--- src/rtl/fib_tx_frame_sched_pkg.sv ---
// Purpose: shared constants, FSM state encoding and skid-entry type for the TX frame scheduler.
// Latency: n/a (types and constants only).
// Backpressure: n/a. Ports: none.
package fib_tx_frame_sched_pkg;

  localparam int         DATA_WIDTH     = 64;
  localparam int         BCNT_WIDTH     = 32;
  localparam int         BYTES_PER_WORD = 8;
  localparam logic [2:0] MOD_FULL       = 3'd0;

  // One-hot so each state decode is a single flop bit.
  typedef enum logic [4:0] {
    ST_IDLE      = 5'b00001,
    ST_BCNT_WAIT = 5'b00010,
    ST_XFER      = 5'b00100,
    ST_DROP      = 5'b01000,
    ST_IFG       = 5'b10000
  } state_e;

  typedef struct packed {
    logic [DATA_WIDTH-1:0] data;
    logic                  sop;
    logic                  eop;
    logic [2:0]            mod;
  } skid_entry_t;

  // ceil(bytes/8) on the low 16 bits; a 17-bit sum keeps the carry for 0xFFF9..0xFFFF.
  function automatic logic [15:0] words_for_bytes(input logic [15:0] bytes);
    logic [16:0] sum;
    sum = {1'b0, bytes} + 17'(BYTES_PER_WORD - 1);
    return {2'b00, sum[16:3]};
  endfunction

endpackage

--- src/rtl/fib_tx_frame_sched_if.sv ---
// Purpose: bundles the two FIFO read ports and the MAC TX word stream of the frame scheduler.
// Latency: n/a (wiring only). Backpressure: mac_tx_ready stalls the MAC side; FIFOs are non-FWFT.
// Modports: master = scheduler (pops FIFOs, drives MAC), slave = FIFO/MAC environment.
interface fib_tx_frame_sched_if;
  import fib_tx_frame_sched_pkg::*;

  logic                  txwbcnt_rdreq;
  logic [BCNT_WIDTH-1:0] txwbcnt_rddata;
  logic                  txwbcnt_rdempty;
  logic                  txdata_rdreq;
  logic [DATA_WIDTH-1:0] txdata_rddata;
  logic                  txdata_rdempty;
  logic [DATA_WIDTH-1:0] mac_tx_data;
  logic                  mac_tx_valid;
  logic                  mac_tx_sop;
  logic                  mac_tx_eop;
  logic [2:0]            mac_tx_mod;
  logic                  mac_tx_ready;

  modport master (
    output txwbcnt_rdreq, input txwbcnt_rddata, input txwbcnt_rdempty,
    output txdata_rdreq,  input txdata_rddata,  input txdata_rdempty,
    output mac_tx_data, output mac_tx_valid, output mac_tx_sop,
    output mac_tx_eop,  output mac_tx_mod,   input  mac_tx_ready
  );

  modport slave (
    input  txwbcnt_rdreq, output txwbcnt_rddata, output txwbcnt_rdempty,
    input  txdata_rdreq,  output txdata_rddata,  output txdata_rdempty,
    input  mac_tx_data, input mac_tx_valid, input mac_tx_sop,
    input  mac_tx_eop,  input mac_tx_mod,   output mac_tx_ready
  );

endinterface

--- src/rtl/fib_tx_frame_sched_skid_buf.sv ---
// Purpose: 2-entry word buffer between the data FIFO read port and the MAC; head drives the output.
// Latency: 1 clk from in_valid_i to out_valid_o. Backpressure: none on input (caller keeps
// occupancy + in-flight <= 2); output holds head stable while out_ready_i is low.
// Ports: clk/reset_, in_valid_i/in_entry_i, out_ready_i, out_valid_o/out_entry_o, occ_o (0..2).
module fib_tx_skid_buf
  import fib_tx_frame_sched_pkg::*;
(
  input  logic        clk,
  input  logic        reset_,
  input  logic        in_valid_i,
  input  skid_entry_t in_entry_i,
  input  logic        out_ready_i,
  output logic        out_valid_o,
  output skid_entry_t out_entry_o,
  output logic [1:0]  occ_o
);

  skid_entry_t head_q;
  skid_entry_t tail_q;
  logic [1:0]  occ_q;
  logic        pop;

  assign out_valid_o = (occ_q != 2'd0);
  assign pop         = out_valid_o & out_ready_i;
  // Masked so sop/eop/mod/data all read 0 whenever nothing is presented.
  assign out_entry_o = out_valid_o ? head_q : '0;
  assign occ_o       = occ_q;

  always_ff @(posedge clk or negedge reset_) begin
    if (!reset_) begin
      head_q <= '0;
      tail_q <= '0;
      occ_q  <= 2'd0;
    end else begin
      case ({in_valid_i, pop})
        2'b10: begin
          if (occ_q == 2'd0) head_q <= in_entry_i;
          else               tail_q <= in_entry_i;
          occ_q <= occ_q + 2'd1;
        end
        2'b01: begin
          head_q <= tail_q;
          occ_q  <= occ_q - 2'd1;
        end
        2'b11: begin
          if (occ_q == 2'd1) begin
            head_q <= in_entry_i;
          end else begin
            head_q <= tail_q;
            tail_q <= in_entry_i;
          end
        end
        default: ;
      endcase
    end
  end

endmodule

--- src/rtl/fib_tx_frame_sched.sv ---
// Purpose: pops a byte count then ceil(bcnt/8) data words, emits them as one sop/eop/mod burst,
// drops out-of-range frames, and forces an inter-frame gap. Latency: bcnt pop to sop = 4 clk.
// Backpressure: mac_tx_ready low holds the word; data reads throttle to the 2-entry skid buffer.
// Ports: clk, reset_ (async, active low), enable, tx (FIFO read + MAC stream), stat_frames_*, tx_underrun.
module fib_tx_frame_sched
  import fib_tx_frame_sched_pkg::*;
#(
  parameter int MIN_BYTES  = 14,
  parameter int MAX_BYTES  = 1518,
  parameter int IFG_CYCLES = 3
) (
  input  logic                 clk,
  input  logic                 reset_,
  input  logic                 enable,
  fib_tx_frame_sched_if.master tx,
  output logic [31:0]          stat_frames_sent,
  output logic [31:0]          stat_frames_drop,
  output logic                 tx_underrun
);

  localparam state_e     POST_ST  = (IFG_CYCLES == 0) ? ST_IDLE : ST_IFG;
  localparam logic [7:0] IFG_LOAD = (IFG_CYCLES == 0) ? 8'd0 : 8'(IFG_CYCLES - 1);

  state_e      state_q;
  logic        armed_q;      // low during reset and the first clk after, so IDLE never pops in reset
  logic [15:0] req_left_q;   // data words still to be popped from the FIFO
  logic [15:0] push_left_q;  // data words still to enter the skid buffer (drives eop tagging)
  logic        sop_pend_q;
  logic [2:0]  mod_last_q;
  logic        inflight_q;   // a transfer read issued last clk returns this clk
  logic        bubble_q;
  logic        underrun_q;
  logic [7:0]  ifg_cnt_q;
  logic [31:0] sent_q;
  logic [31:0] drop_q;

  logic [BCNT_WIDTH-1:0] bcnt;
  logic [15:0]           bcnt_words;
  logic                  bcnt_bad;
  logic                  bcnt_rd, xfer_rd, drop_rd, data_rd;
  logic                  underrun_cond, eop_acc;
  skid_entry_t           skid_in, skid_out;
  logic                  skid_vld, skid_pop;
  logic [1:0]            skid_occ;
  logic [2:0]            skid_fill;

  assign bcnt       = tx.txwbcnt_rddata;
  assign bcnt_words = words_for_bytes(bcnt[15:0]);
  // Full-width compare, so any bit above 15 set also lands in the >MAX case.
  assign bcnt_bad   = (bcnt < BCNT_WIDTH'(MIN_BYTES)) | (bcnt > BCNT_WIDTH'(MAX_BYTES));

  // Fill counts the head as gone when it is accepted this clk; that keeps one read in flight
  // per clk during a ready stream, so valid stays high back to back with only two entries.
  assign skid_pop  = skid_vld & tx.mac_tx_ready;
  assign skid_fill = {1'b0, skid_occ} + {2'b00, inflight_q} - {2'b00, skid_pop};

  // Read requests are combinational: they must see the current rdempty to never pop an empty FIFO.
  assign bcnt_rd = (state_q == ST_IDLE) & armed_q & enable & ~tx.txwbcnt_rdempty;
  assign xfer_rd = (state_q == ST_XFER) & ~tx.txdata_rdempty & (req_left_q != 16'd0) & (skid_fill < 3'd2);
  assign drop_rd = (state_q == ST_DROP) & ~tx.txdata_rdempty & (req_left_q != 16'd0);
  assign data_rd = xfer_rd | drop_rd;

  assign underrun_cond = (state_q == ST_XFER) & (req_left_q != 16'd0) & tx.txdata_rdempty
                       & (skid_occ == 2'd0) & ~inflight_q;
  assign eop_acc       = skid_pop & skid_out.eop;

  assign skid_in.data = tx.txdata_rddata;
  assign skid_in.sop  = sop_pend_q;
  assign skid_in.eop  = (push_left_q == 16'd1);
  assign skid_in.mod  = (push_left_q == 16'd1) ? mod_last_q : MOD_FULL;

  fib_tx_skid_buf u_skid (
    .clk        (clk),
    .reset_     (reset_),
    .in_valid_i (inflight_q),
    .in_entry_i (skid_in),
    .out_ready_i(tx.mac_tx_ready),
    .out_valid_o(skid_vld),
    .out_entry_o(skid_out),
    .occ_o      (skid_occ)
  );

  always_ff @(posedge clk or negedge reset_) begin
    if (!reset_) begin
      state_q     <= ST_IDLE;
      armed_q     <= 1'b0;
      req_left_q  <= 16'd0;
      push_left_q <= 16'd0;
      sop_pend_q  <= 1'b0;
      mod_last_q  <= 3'd0;
      inflight_q  <= 1'b0;
      bubble_q    <= 1'b0;
      underrun_q  <= 1'b0;
      ifg_cnt_q   <= 8'd0;
      sent_q      <= 32'd0;
      drop_q      <= 32'd0;
    end else begin
      armed_q    <= 1'b1;
      inflight_q <= xfer_rd;
      bubble_q   <= underrun_cond;
      underrun_q <= underrun_cond & ~bubble_q;
      if (data_rd) req_left_q <= req_left_q - 16'd1;
      if (inflight_q) begin
        push_left_q <= push_left_q - 16'd1;
        sop_pend_q  <= 1'b0;
      end
      case (state_q)
        ST_IDLE: if (bcnt_rd) state_q <= ST_BCNT_WAIT;
        ST_BCNT_WAIT: begin
          mod_last_q  <= bcnt[2:0];
          req_left_q  <= bcnt_words;
          push_left_q <= bcnt_words;
          sop_pend_q  <= 1'b1;
          if (bcnt == '0) begin
            drop_q    <= drop_q + 32'd1;
            state_q   <= POST_ST;
            ifg_cnt_q <= IFG_LOAD;
          end else if (bcnt_bad) begin
            state_q <= ST_DROP;
          end else begin
            state_q <= ST_XFER;
          end
        end
        ST_XFER: if (eop_acc) begin
          sent_q    <= sent_q + 32'd1;
          state_q   <= POST_ST;
          ifg_cnt_q <= IFG_LOAD;
        end
        ST_DROP: if (drop_rd && req_left_q == 16'd1) begin
          drop_q    <= drop_q + 32'd1;
          state_q   <= POST_ST;
          ifg_cnt_q <= IFG_LOAD;
        end
        ST_IFG: begin
          if (ifg_cnt_q == 8'd0) state_q <= ST_IDLE;
          else                   ifg_cnt_q <= ifg_cnt_q - 8'd1;
        end
        default: state_q <= ST_IDLE;
      endcase
    end
  end

  assign tx.txwbcnt_rdreq = bcnt_rd;
  assign tx.txdata_rdreq  = data_rd;
  assign tx.mac_tx_valid  = skid_vld;
  assign tx.mac_tx_data   = skid_out.data;
  assign tx.mac_tx_sop    = skid_out.sop;
  assign tx.mac_tx_eop    = skid_out.eop;
  assign tx.mac_tx_mod    = skid_out.mod;
  assign stat_frames_sent = sent_q;
  assign stat_frames_drop = drop_q;
  assign tx_underrun      = underrun_q;

endmodule

--- src/flat_wrapper.sv ---
// flat-port wrapper written by rule: the top's interface ports become plain ports
module fib_tx_frame_sched_flat import fib_tx_frame_sched_pkg::*;
#(
  parameter int MIN_BYTES  = 14,
  parameter int MAX_BYTES  = 1518,
  parameter int IFG_CYCLES = 3
)
  (clk, reset_, enable, stat_frames_sent, stat_frames_drop, tx_underrun, tx_txwbcnt_rdreq, tx_txwbcnt_rddata, tx_txwbcnt_rdempty, tx_txdata_rdreq, tx_txdata_rddata, tx_txdata_rdempty, tx_mac_tx_data, tx_mac_tx_valid, tx_mac_tx_sop, tx_mac_tx_eop, tx_mac_tx_mod, tx_mac_tx_ready);
  fib_tx_frame_sched_if tx_i ();
  input  logic clk;
  input  logic reset_;
  input  logic enable;
  output logic [31:0] stat_frames_sent;
  output logic [31:0] stat_frames_drop;
  output logic tx_underrun;
  output wire logic [$bits(tx_i.txwbcnt_rdreq)-1:0] tx_txwbcnt_rdreq;
  input wire logic [$bits(tx_i.txwbcnt_rddata)-1:0] tx_txwbcnt_rddata;
  input wire logic [$bits(tx_i.txwbcnt_rdempty)-1:0] tx_txwbcnt_rdempty;
  output wire logic [$bits(tx_i.txdata_rdreq)-1:0] tx_txdata_rdreq;
  input wire logic [$bits(tx_i.txdata_rddata)-1:0] tx_txdata_rddata;
  input wire logic [$bits(tx_i.txdata_rdempty)-1:0] tx_txdata_rdempty;
  output wire logic [$bits(tx_i.mac_tx_data)-1:0] tx_mac_tx_data;
  output wire logic [$bits(tx_i.mac_tx_valid)-1:0] tx_mac_tx_valid;
  output wire logic [$bits(tx_i.mac_tx_sop)-1:0] tx_mac_tx_sop;
  output wire logic [$bits(tx_i.mac_tx_eop)-1:0] tx_mac_tx_eop;
  output wire logic [$bits(tx_i.mac_tx_mod)-1:0] tx_mac_tx_mod;
  input wire logic [$bits(tx_i.mac_tx_ready)-1:0] tx_mac_tx_ready;
  assign tx_txwbcnt_rdreq = tx_i.txwbcnt_rdreq;
  assign tx_i.txwbcnt_rddata = tx_txwbcnt_rddata;
  assign tx_i.txwbcnt_rdempty = tx_txwbcnt_rdempty;
  assign tx_txdata_rdreq = tx_i.txdata_rdreq;
  assign tx_i.txdata_rddata = tx_txdata_rddata;
  assign tx_i.txdata_rdempty = tx_txdata_rdempty;
  assign tx_mac_tx_data = tx_i.mac_tx_data;
  assign tx_mac_tx_valid = tx_i.mac_tx_valid;
  assign tx_mac_tx_sop = tx_i.mac_tx_sop;
  assign tx_mac_tx_eop = tx_i.mac_tx_eop;
  assign tx_mac_tx_mod = tx_i.mac_tx_mod;
  assign tx_i.mac_tx_ready = tx_mac_tx_ready;
  fib_tx_frame_sched #(.MIN_BYTES(MIN_BYTES), .MAX_BYTES(MAX_BYTES), .IFG_CYCLES(IFG_CYCLES)) u_core (.clk(clk), .reset_(reset_), .enable(enable), .tx(tx_i), .stat_frames_sent(stat_frames_sent), .stat_frames_drop(stat_frames_drop), .tx_underrun(tx_underrun));
endmodule
--- config.mk ---
export PLATFORM = sky130hd
export DESIGN_NAME = fib_tx_frame_sched_flat
export DESIGN_NICKNAME = d
export VERILOG_FILES = /design/src/rtl/fib_tx_frame_sched_pkg.sv /design/src/rtl/fib_tx_frame_sched_if.sv /design/src/rtl/fib_tx_frame_sched_skid_buf.sv /design/src/rtl/fib_tx_frame_sched.sv /design/src/flat_wrapper.sv
export SDC_FILE = /design/constraint.sdc
export NUM_CORES = 1
export LEC_CHECK = 0
export ABC_CLOCK_PERIOD_IN_PS = 6130
export BUFFER_PORTS_ARGS = -buffer_cell sky130_fd_sc_hd__clkbuf_2
export CAP_MARGIN = 0
export CELL_PAD_IN_SITES_DETAIL_PLACEMENT = 0
export CELL_PAD_IN_SITES_GLOBAL_PLACEMENT = 1
export CORE_MARGIN = 5
export CORE_UTILIZATION = 38
export CTS_CLUSTER_SIZE = 16
export DETAILED_ROUTE_END_ITERATION = 6
export GPL_TIMING_DRIVEN = 0
export HOLD_SLACK_MARGIN = 0.15
export PLACE_DENSITY_LB_ADDON = 0.1
export SLEW_MARGIN = 20
export SYNTH_ARGS = -nofsm -noshare
export SYNTH_HDL_FRONTEND = slang
export SYNTH_HIERARCHICAL = 1
export SYNTH_SLANG_ARGS = --single-unit
--- constraint.sdc ---
create_clock -name clk -period 6.13 [get_ports clk]
set_input_delay 0.9195 -clock clk [delete_from_list [all_inputs] [get_ports clk]]
set_output_delay 0.9195 -clock clk [all_outputs]
set_load 0.05 [all_outputs]
**After elaboration in Yosys (flattened, before gate mapping)**

Cells that the tools add are included.

- Register bits: 257
- Input bits: 102

- Add/sub/neg operators: 10
- Magnitude comparators: 3
- Eq/ne operators: 20
- Mux-type cells: 30
- Bitwise gates (word level): 21
- Reduce and logical (&&, ||, !) cells: 19

Operators by type and width:

| cell | number |
|---|---|
| $mux W69 | 5 |
| $pmux W69 S3 | 1 |
| $pmux W69 S2 | 1 |
| $add A32 B1 Y32 const B | 2 |
| $mux W16 | 4 |
| $mux W32 | 2 |
| $pmux W32 S2 | 1 |
| $eq A16 B1 Y1 const B | 2 |
| $gt A32 B11 Y1 const B | 1 |
| $logic_not A32 Y1 | 1 |
| $lt A32 B4 Y1 const B | 1 |
| $mux W8 | 4 |
| $pmux W8 S4 | 1 |
| $sub A16 B1 Y16 const B | 2 |
| $mux W5 | 5 |
| $pmux W5 S5 | 1 |
| $add A16 B3 Y17 const B | 1 |
| $reduce_bool A16 Y1 | 1 |
| $and A1 B1 Y1 | 15 |
| $reduce_bool A2 Y1 | 6 |
| $ne A2 B2 Y1 const B | 5 |
| $logic_not A8 Y1 | 1 |
| $ne A2 B1 Y1 const B | 4 |
| $sub A8 B1 Y8 const B | 1 |
| other kinds (26) | 35 |

**Logic depth before layout (Yosys ltp)**

Gate-level depths: netlist of run 1.

- Depth after elaboration: 8
- Gate-level depth with buffers: 16
- Depth with buffers taken out: 14

**By module**

Netlist of run 1, hierarchy kept.

Modules (own cells, without submodules):

| module | times used | cells an instance | area an instance (um^2) |
|---|---|---|---|
| fib_tx_skid_buf | 1 | 641 | 6,652.6 |
| fib_tx_frame_sched | 1 | 617 | 6,114.6 |

**Worst setup path before layout of run 1**

No wires, ideal clock.

- Kind: register to output
- Start point: reg u_core.u_skid.occ_q[1], in the netlist u_core/u_skid/occ_o[1]
- End point: out tx_txdata_rdreq
- Data arrival time: 3.167 ns
- Path slack: 2.043 ns
- Cell stages (with the launch flop): 13
- Buffers on the path: 2
- Path through: dfrtp_1 inv_1 ha_1 buf_4 clkbuf_1 inv_1 and2_1 ha_1 nor2b_1 fa_1 nor4_4 o221ai_2 inv_2

- Longest elaborated chain between the ends: 6
- Elaborated cells on any way between the ends: 7

RTL lines:

| item | line | text |
|---|---|---|
| start: declaration | fib_tx_frame_sched_skid_buf.sv:20 | `logic [1:0] occ_q;` |
| start signal: assignment | fib_tx_frame_sched_skid_buf.sv:39 | `occ_q <= occ_q + 2'd1;` |
| start signal: assignment | fib_tx_frame_sched_skid_buf.sv:43 | `occ_q <= occ_q - 2'd1;` |
| $reduce_bool A2 Y1 | fib_tx_frame_sched_skid_buf.sv:23 | `assign out_valid_o = (occ_q != 2'd0);` |
| net tx_mac_tx_valid | flat_wrapper.sv:23 | `output wire logic [$bits(tx_i.mac_tx_valid)-1:0] tx_mac_tx_valid;` |
| $and A1 B1 Y1 | fib_tx_frame_sched.sv:54 | `assign skid_pop = skid_vld & tx.mac_tx_ready;` |
| $sub A3 B1 Y3 | fib_tx_frame_sched.sv:55 | `assign skid_fill = {1'b0, skid_occ} + {2'b00, inflight_q} - {2'b00, skid_pop};` |
| $lt A3 B2 Y1 | fib_tx_frame_sched.sv:59 | `assign xfer_rd = (state_q == ST_XFER) & ~tx.txdata_rdempty & (req_left_q != 16'd0) & (skid_fill < 3'd2);` |
| $and A1 B1 Y1 | fib_tx_frame_sched.sv:59 |  |
| $or A1 B1 Y1 | fib_tx_frame_sched.sv:61 | `assign data_rd = xfer_rd \| drop_rd;` |
| end: declaration | flat_wrapper.sv:19 | `output wire logic [$bits(tx_i.txdata_rdreq)-1:0] tx_txdata_rdreq;` |

The timed path passes the listed nets, and every way through them passes these cells.

**Worst setup path in the final report of run 1**

- Start point: reg u_core.u_skid.occ_q[1], in the netlist u_core/u_skid/occ_o[1]
- End point: out tx_txdata_rdreq

- Longest elaborated chain between the ends: 6
- Elaborated cells on any way between the ends: 7

RTL lines:

| item | line |
|---|---|
| parallel branches: the longest is 2 deep, another holds $add A2 B1 Y3 | n/a |
| $sub A3 B1 Y3 * | fib_tx_frame_sched.sv:55 |
| $lt A3 B2 Y1 * | fib_tx_frame_sched.sv:59 |
| $and A1 B1 Y1 * | fib_tx_frame_sched.sv:59 |
| $or A1 B1 Y1 * | fib_tx_frame_sched.sv:61 |

Every way passes the cells marked *.

==> results_dict.tcl, run 1 <==
set metrics [dict create \
    status "finished, final reports clean" \
    crit_path_top_delay_cell "clkbuf_1" \
    antenna_found_initial 3 \
    multi_input_area_mm2 0.00586 \
    drt_iter0_markers 510 \
    routed_via_density 5.13 \
    worstSetupPathType "flop to output port" \
    p_sw_w 0.00283 \
    wl_met2_um 16200 \
    cts_made_buffers 31 \
    grtUsageTotal_pct 18.8 \
    critPathMaxStageDelay_ns 0.48 \
    syn_nets 1378 \
    ant_nets 0 \
    cts.sinks 257 \
    synth_top_cell_by_area "dfrtp_1" \
    gp_congestion 0.792 \
    synthSimpleGateAreaFrac_pct 20.3 \
    final_cell_area_mm2 0.0156 \
    grt_first_pass_wirelength_um 58800 \
    insertion_delay_ns 0.55 \
    clock_skew_ns 0.0151 \
    fin_crit_sh_pct 84.0 \
    io_buffers 238 \
    layout.nets 1652 \
    root_buffer "clkbuf_16" \
    drc 0 \
    drive_gt1_share_pct 26.9 \
    wl_per_cell_um 17.9 \
    hold_viol_final 0 \
    grt_pass1_vias 10586 \
    maxSlewViolCount 0 \
    synth_warnings 6 \
    ctsHtreeMaxLevel 1 \
    fill_cells 3346 \
    synth_commonest_cells "dfrtp_1, nor2_1, nand3_1, o21ai_0" \
    p_clk_share_pct 27.1 \
    crit_required_ns 5.21 \
    initial_core_util_pct 38.3 \
    cts_resized 0 \
    dpl_cell_area_mm2 0.0146 \
    swShare_pct 43.0 \
    die_y_um 193 \
    grt_start_max_net_pins 84 \
    regToRegStartpoint "u_core/u_skid/occ_o[1]" \
    cp-end-kind "output port" \
    synth_most_common_cell "dfrtp_1" \
    pwr-share-comb_pct 39.6 \
    synth-xor-area-share_pct 6.45 \
    tritoncts "built" \
    num_antenna_cells 0 \
    synth_seq_area_share_pct 50.4 \
    seqPwrFrac_pct 33.2 \
    syn_area_mm2 0.0128 \
    syn_avg_cell_area_um2 10.1 \
    final_util_pct 46.8 \
    r2r_slack_ns 2.02 \
    fin_total_pwr_w 0.00660 \
    r2r_cells 15 \
    ys.flop_type "dfrtp_1" \
    postCtsSetupBuffers 0 \
    pin_count 239 \
    p_leak_nw 7.27 \
    fmax_mhz 194 \
    synth_top_family_by_area "simple AND/OR/NAND/NOR gates" \
    vias 10253 \
    area_growth_pct 22.2 \
    max-cap-violations 0 \
    core_mm2 0.0334 \
    gr-total-overflow 0 \
    seq_area_mm2 0.00643 \
    netlist_instances 1258 \
    async_reset_ff_share_pct 100 \
    hold_buffers 0 \
    path_max_fanout 10 \
    peakVddDrop_v 0.000293 \
    slew_headroom_pct 50.6 \
    start_kind "flop" \
    p_int_w 0.00376 \
    die_area_mm2 0.0374 \
    top_layer_used "met5" \
    fin_tns_setup_ns 0 \
    power_per_cell_area_mw_per_mm2 423 \
    routed_wirelength_um 35700 \
    hold_class "primary input to async pin" \
    ys_ff_latch 257 \
    hpwl_um 26000 \
    path_clk_slew_ns 0.06 \
    synth_top_cell_area_share_pct 50.2 \
    synth_compound_area_share_pct 10.6 \
    synth_edf_count 0 \
    m1WireLength_um 17000 \
    min_period_ns 5.15 \
    r2r-end "u_core/req_left_q[15]" \
    worstMarginPinSlew_ns 0.732 \
    yosys.area_share.adder_pct 1.82 \
    rsz0062_at_grt "no" \
    finalSetupViolations 0 \
    wl_met3_um 1720 \
    firstDrtPassIters 5 \
    cts_buffer_depth 3 \
    ys_top_cells_by_area "dfrtp_1, mux2_2, xnor2_1" \
    synth_mux_area_share_pct 6.72 \
    path_cells "inv_1 -> ha_1 -> buf_4 -> clkbuf_1 -> inv_1 -> and2_1 -> ha_1 -> nor2b_1 -> fa_1 -> nor4_4 -> o221ai_2 -> inv_2 -> clkbuf_2" \
    cp_data_arrival_time_ns 4.23 \
    row_count 67 \
    dieWidth_um 193 \
    ys_types 69 \
]
layout by cell type, fill, tap and decap left out, types with 28 or more instances in the layout:
master       n
nor3_1      28
dfrtp_1    256
a31oi_1     76
nand3_1    102
clkbuf_1    43
o21ai_0     84
a21oi_1     29
inv_1       30
xor2_1      31
nor2_1     126
clkbuf_16   31
nand2_1     54
xnor2_1     63
mux2_2      62
nor2b_1     76
clkbuf_2   238
worst max path at each step:
stage	start	endpoint	slack, ns	depth (start not counted)
3_5_place_dp	u_core/u_skid/occ_o[1]	tx_txdata_rdreq	1.49	13
4_1_cts	u_core/u_skid/occ_o[1]	tx_txdata_rdreq	0.87	13
5_1_grt	u_core/u_skid/occ_o[1]	tx_txdata_rdreq	0.66	13
3_3_place_gp	reset_	u_core/stat_frames_drop[22]	-1.59	1
2_1_floorplan	u_core/u_skid/occ_o[1]	tx_txdata_rdreq	2.04	12
6_report	u_core/u_skid/occ_o[1]	tx_txdata_rdreq	0.98	13
metrics by stage:
step                      hold slack [ns]  setup slack [ns]  std cells
after global routing                0.242             0.662       1999
after floorplan                     0.378              2.04       1258
after detailed placement            0.387              1.49       1947
after CTS                           0.223             0.868       1999
after global placement              0.383             -1.59       1944
final                               0.250             0.979       1999
layer usage:
layer,GRT usage (%),vias to the layer above
met3,3.29,57
met1,27.0,5006
met4,4.41,6
met5,0,-
li1,-,4975
met2,29.9,209
registers in the layout (all words and copies together) (netlist names):
signal,cells
u_core/bubble_q,1
u_core/armed_q,1
u_core/stat_frames_drop,32
u_core/mod_last_q,3
u_core/tx_underrun,1
u_core/ifg_cnt_q,8
u_core/sop_pend_q,1
u_core/u_skid/head_q,69
u_core/push_left_q,16
u_core/u_skid/occ_o,2
u_core/req_left_q,16
u_core/state_q,5
u_core/u_skid/tail_q,69
u_core/stat_frames_sent,32
u_core/inflight_q,1
logic make-up after synthesis:
kind of cell / Yosys count
other: 1
and+or+nand+nor: 489
muxes: 73
buffers and inverters: 101
xor gates and xnor gates: 94
AOI/OAI and AO/OA: 225
DFF: 257
adders and majority gates: 18
final cells by class:
type                    count  share of cell area (%)
clock buffers              44                    5.73
clock inverters             8                   0.618
flip-flops and latches    257                    41.2
inverters                  31                   0.746
multi-input cells         900                    37.5
repair buffers            241                    8.22
well taps                 448                    3.59
plain buffers              70                    2.32
power by group through the flow:
stage               clock [W]  combinational [W]  sequential, W
finish                0.00179            0.00261        0.00219
global route          0.00192            0.00283        0.00223
CTS                   0.00185            0.00266        0.00220
detailed placement          0            0.00265        0.00223
global placement            0            0.00263        0.00222
floorplan                   0            0.00198        0.00216
critical path, delay by kind of cell, from the launching register on:
| kind | cells | cell delay (ns) |
|---|---|---|
| AO/OA/AOI/OAI | 1 | 0.18 |
| flip-flops | 1 | 0.46 |
| adder cells (fa/ha/maj) | 3 | 0.88 |
| buffers and inverters | 6 | 1.47 |
| AND/OR/NAND/NOR | 3 | 0.68 |
Note: power is estimated with default switching activity, not from simulation.
==> run 2: changes to the inputs <==
--- a/config.mk
+++ b/config.mk
@@ -5,7 +5,7 @@
 export SDC_FILE = /design/constraint.sdc
 export NUM_CORES = 1
 export LEC_CHECK = 0
-export ABC_CLOCK_PERIOD_IN_PS = 6130
+export ABC_CLOCK_PERIOD_IN_PS = 4200
 export BUFFER_PORTS_ARGS = -buffer_cell sky130_fd_sc_hd__clkbuf_2
 export CAP_MARGIN = 0
 export CELL_PAD_IN_SITES_DETAIL_PLACEMENT = 0
==> constraint.sdc (replaced) <==
create_clock -name clk -period 4.2 [get_ports clk]
set_input_delay 0.63 -clock clk [delete_from_list [all_inputs] [get_ports clk]]
set_output_delay 0.63 -clock clk [all_outputs]
set_load 0.05 [all_outputs]
==> results_dict.tcl, run 2 (synthesized netlist as in run 1, its figures left out) <==
set metrics [dict create \
    critPathMaxStageDelay_ns 0.46 \
    cp-end-kind "output port" \
    layout_setup_ws_ns 0.279 \
    critPathTopFamily "adder cells" \
    r2r_slack_ns 0.71 \
    cts_made_buffers 31 \
    max-cap-violations 0 \
    dp_cells 1947 \
    io_buffers 238 \
    final_cell_mix "dfrtp_1, clkbuf_2, nor2_1, nand3_1, o21ai_0" \
    routed_wirelength_um 35700 \
    ctsHtreeMaxLevel 1 \
    grt_pass1_vias 10594 \
    die_y_um 193 \
    hold_class "primary input to flop" \
    grt_first_pass_wirelength_um 58800 \
    peakVddDrop_v 0.000428 \
    start_kind "flop" \
    vias 10243 \
    cts.sinks 257 \
    layout_commonest_cell "dfrtp_1" \
    routed_via_density 5.11 \
    slew_headroom_pct 51.2 \
    hold_viol_final 0 \
    initial_core_util_pct 38.3 \
    gp_congestion 0.792 \
    crit_required_ns 3.57 \
    status "finished, final reports clean" \
    path_clk_slew_ns 0.05 \
    clock_skew_ns 0.0167 \
    drc 0 \
    area_growth_pct 22.7 \
    pin_count 239 \
    power_per_cell_area_mw_per_mm2 617 \
    fin_total_pwr_w 0.00967 \
    tritoncts "built" \
    pre_cts_slack_ns -0.153 \
    largest_registers "u_core/u_skid/head_q: 69 flops, u_core/u_skid/tail_q: 69 flops" \
    min_period_ns 3.92 \
    path_cells "inv_1 -> ha_1 -> buf_12 -> inv_1 -> and2_1 -> ha_1 -> nor2b_1 -> fa_1 -> nor4_4 -> o221ai_2 -> inv_2 -> clkbuf_8" \
    path_max_fanout 5 \
    antenna_found_initial 3 \
    final_util_pct 47.0 \
    finalSetupViolations 0 \
    cp_data_arrival_time_ns 3.29 \
    row_count 67 \
    ant_nets 0 \
    num_antenna_cells 0 \
    worstMarginPinSlew_ns 0.722 \
    firstDrtPassIters 5 \
    root_buffer "clkbuf_16" \
    worstSetupPathType "flop to output port" \
    fmax_mhz 255 \
    dieWidth_um 193 \
    wl_per_cell_um 17.8 \
    gr-total-overflow 0 \
    grtUsageTotal_pct 18.8 \
    cp_num_buf_inv 5 \
    drive_gt1_share_pct 27.2 \
    whs_ns 0.305 \
    hpwl_um 26000 \
    cts_buffer_depth 3 \
    insertion_delay_ns 0.55 \
    core_mm2 0.0334 \
    maxSlewViolCount 0 \
    die_area_mm2 0.0374 \
    fin_crit_sh_pct 93.3 \
    rsz0062_at_grt "no" \
    crit_path_top_delay_cell "fa_1" \
    fin_cells 2004 \
    drt_iter0_markers 509 \
    layout.nets 1657 \
    grt_start_max_net_pins 84 \
    p_leak_nw 7.31 \
]
==> run 2: changes by cell type in the layout (fill, tap and decap cells not counted) <==
cell / change
clkbuf_8: +1
dfrtp_1: -2
clkbuf_1: -1
buf_4: +4
dfrtp_2: +2
buf_12: +1
clkbuf_2: -1
dlygate4sd3_1: +1
==> run 2: final timing paths <==
path / cells after the start / start / end
hold / removal: 2 / tx_txwbcnt_rdempty / u_core/state_q[1]
setup reg to reg: 15 / u_core/u_skid/occ_o[1] / u_core/req_left_q[15]
min in group asynchronous: 2 / reset_ / u_core/stat_frames_sent[18]
max in group asynchronous: 4 / reset_ / u_core/stat_frames_drop[17]
setup / recovery: 12 / u_core/u_skid/occ_o[1] / tx_txdata_rdreq
hold reg to reg: 1 / u_core/bubble_q / u_core/tx_underrun
==> run 2: what timing repair did <==
item	in CTS	in global routing
gates resized for setup	5	2
buffers inserted	1	4
endpoints found under the setup margin	1	1
pin swaps	0	2
hold buffers	1	0
hold endpoints to repair	21	0
==> run 2: layout make-up <==
type | count | area (um^2)
plain buffers | 69 | 370
fillers | 3341 | 17700
flip-flops and latches | 257 | 6430
clock inverters | 8 | 96.3
inverters | 31 | 116
multi-input cells | 900 | 5860
well taps | 448 | 561
clock buffers | 44 | 895
repair buffers | 247 | 1340
==> run 2: power breakdown <==
group	internal, W	switching [W]	total [W]
Combinational	0.00103	0.00283	0.00386
Clock	0.00158	0.00103	0.00261
Sequential	0.00292	0.000278	0.00320
Total	0.00553	0.00414	0.00967
==> run 2: per-stage QoR <==
step / setup TNS, ns / cell area, um^2
final: 0 / 15700
after global routing: 0 / 15700
after CTS: 0 / 15600
after detailed placement: -0.153 / 14600
after global placement: -822.11 / 14500
after floorplan: 0 / 12800
==> run 2: per-layer routing <==
metal | up-vias | share of wire (%) | track usage, %
met2 | 210 | 46 | 30.0
met4 | 6 | 2.0 | 4.41
met1 | 4985 | 48 | 26.9
met3 | 55 | 4.7 | 3.27
met5 | - | 0.11 | 0
li1 | 4987 | - | -
==> run 2: worst reg2reg max path, delay by kind of cell (launching register included) <==
family / cells / cell delay, ns
flops: 1 / 0.45
simple gates: 5 / 1.21
compound gates: 2 / 0.21
fa+ha+maj: 3 / 0.92
buf+inv: 5 / 0.58
==> run 3: changes to the inputs <==
--- a/config.mk
+++ b/config.mk
@@ -5,12 +5,12 @@
 export SDC_FILE = /design/constraint.sdc
 export NUM_CORES = 1
 export LEC_CHECK = 0
-export ABC_CLOCK_PERIOD_IN_PS = 4200
+export ABC_CLOCK_PERIOD_IN_PS = 4290
 export BUFFER_PORTS_ARGS = -buffer_cell sky130_fd_sc_hd__clkbuf_2
 export CAP_MARGIN = 0
 export CELL_PAD_IN_SITES_DETAIL_PLACEMENT = 0
 export CELL_PAD_IN_SITES_GLOBAL_PLACEMENT = 1
-export CORE_MARGIN = 5
+export CORE_MARGIN = 4
 export CORE_UTILIZATION = 38
 export CTS_CLUSTER_SIZE = 16
 export DETAILED_ROUTE_END_ITERATION = 6
==> constraint.sdc (replaced) <==
create_clock -name clk -period 4.29 [get_ports clk]
set_input_delay 0.6435 -clock clk [delete_from_list [all_inputs] [get_ports clk]]
set_output_delay 0.6435 -clock clk [all_outputs]
set_load 0.05 [all_outputs]
==> results_dict.tcl, run 3 (synthesized netlist as in run 1, its figures left out) <==
set metrics [dict create \
    status "finished, final reports clean" \
    cts_made_buffers 31 \
    gp_congestion 0.794 \
    die_area_mm2 0.0366 \
    start_kind "flop" \
    area_growth_pct 23.2 \
    fmax_mhz 244 \
    insertion_delay_ns 0.56 \
    fin_crit_sh_pct 95.5 \
    gr-total-overflow 0 \
    worstMarginPinSlew_ns 0.692 \
    largest_registers "u_core/u_skid/head_q: 69 flops, u_core/u_skid/tail_q: 69 flops" \
    drive_gt1_share_pct 27.4 \
    ant_nets 0 \
    crit_path_top_delay_cell "fa_1" \
    path_cells "inv_1 -> ha_1 -> buf_12 -> inv_1 -> and2_1 -> ha_1 -> nor2b_1 -> fa_1 -> nor4_4 -> o221ai_2 -> inv_2 -> clkbuf_8" \
    r2r_cells 14 \
    p_leak_nw 7.35 \
    min_period_ns 4.10 \
    peakVddDrop_v 0.000388 \
    routed_via_density 5.16 \
    max-cap-violations 0 \
    crit_required_ns 3.65 \
    clock_skew_ns 0.00752 \
    cp_num_buf_inv 5 \
    io_buffers 238 \
    drc 0 \
    grtUsageTotal_pct 19.2 \
    fin_total_pwr_w 0.00968 \
    hpwl_um 25700 \
    antenna_found_initial 1 \
    routed_wirelength_um 35500 \
    initial_core_util_pct 38.8 \
    layout_commonest_cell "dfrtp_1" \
    hold_class "primary input to flop" \
    multi_input_area_mm2 0.00586 \
    pin_count 239 \
    cp.depth 12 \
    final_util_pct 47.9 \
    tritoncts "built" \
    final_cell_mix "dfrtp_1, clkbuf_2, nor2_1, nand3_1, o21ai_0" \
    cp-end-kind "output port" \
    cts.sinks 257 \
    hold_viol_final 0 \
    dieWidth_um 191 \
    path_clk_slew_ns 0.06 \
    power_per_cell_area_mw_per_mm2 615 \
    ctsHtreeMaxLevel 1 \
    wl_per_cell_um 17.7 \
    hold_depth 2 \
    row_count 66 \
    drt_iter0_markers 512 \
    grt_first_pass_wirelength_um 56800 \
    worstSetupPathType "flop to output port" \
    cp_data_arrival_time_ns 3.45 \
    slew_headroom_pct 53.2 \
    cts_buffer_depth 3 \
    layout.nets 1653 \
    root_buffer "clkbuf_16" \
    grt_pass1_vias 10263 \
    die_y_um 191 \
    rsz0062_at_grt "no" \
    grt_start_max_net_pins 86 \
    critPathMaxStageDelay_ns 0.47 \
    firstDrtPassIters 5 \
    finalSetupViolations 0 \
    num_antenna_cells 0 \
    fill_cells 3205 \
    critPathTopFamily "adder cells" \
    core_mm2 0.0329 \
    maxSlewViolCount 0 \
    vias 10310 \
    path_max_fanout 19 \
    seq_area_mm2 0.00643 \
]
==> run 3: path summary, 6_finish.rpt <==
path,startpoint,end,slack (ns)
max,u_core/u_skid/occ_o[1],tx_txdata_rdreq,0.19
min,tx_txwbcnt_rdempty,u_core/state_q[1],0.29
max reg2reg,u_core/u_skid/occ_o[1],u_core/req_left_q[15],0.78
min reg2reg,u_core/bubble_q,u_core/tx_underrun,0.39
max in group asynchronous,reset_,u_core/state_q[0],2.84
min in group asynchronous,reset_,u_core/stat_frames_sent[16],0.63
==> run 3: cell type report <==
class	count	share of cell area (%)
buffer	69	2.35
clock buffer	40	5.53
clock inverter	18	1.45
inverter	31	0.740
multi-input combinational	900	37.2
sequential	257	40.9
tap	442	3.51
timing repair buffer	243	8.32
==> run 3: worst reg2reg max path, cell delays in order (launching register included) <==
cell	delay, ns
dfrtp_1	0.46
inv_1	0.14
ha_1	0.21
buf_12	0.18
inv_1	0.08
and2_1	0.16
ha_1	0.27
nor2b_1	0.14
fa_1	0.47
nor4_4	0.32
o221ai_2	0.17
buf_6	0.17
or4_4	0.50
nand3_2	0.09
o21ai_2	0.05
==> run 3: timing repair <==
action                                 CTS  global route
cloned                                   0             0
endpoints found under the hold margin   53             0
resized for setup                        3             2
buffers inserted                         1             0
pin swaps                                0             1
setup endpoints to repair                1             1
hold buffers                             1             0
==> run 3: per-stage QoR <==
stage / hold slack, ns / setup TNS, ns / cells / area, um^2 / setup slack [ns]
finish: 0.291 / 0 / 2000 / 15700 / 0.193
global route: 0.282 / 0 / 2000 / 15700 / 0.0122
CTS: 0.260 / 0 / 2000 / 15700 / 0.0617
detailed placement: 0.385 / -0.0589 / 1941 / 14600 / -0.0589
global placement: 0.383 / -788.00 / 1938 / 14500 / -3.11
floorplan: 0.348 / 0 / 1258 / 12800 / 0.479
==> run 3: report_power, final <==
group / switching (W) / internal [W]
combinational: 0.00277 / 0.000983
clock: 0.00106 / 0.00173
sequential: 0.000274 / 0.00286
total: 0.00411 / 0.00557
==> run 3: metal layers <==
metal / vias up / routed length, um / GRT usage, %
met3: 40 / 2090 / 3.23
met1: 5011 / 16400 / 27.4
met2: 272 / 16400 / 31.0
li1: 4987 / - / -
met4: 0 / 572 / 3.73
met5: - / 0 / 0
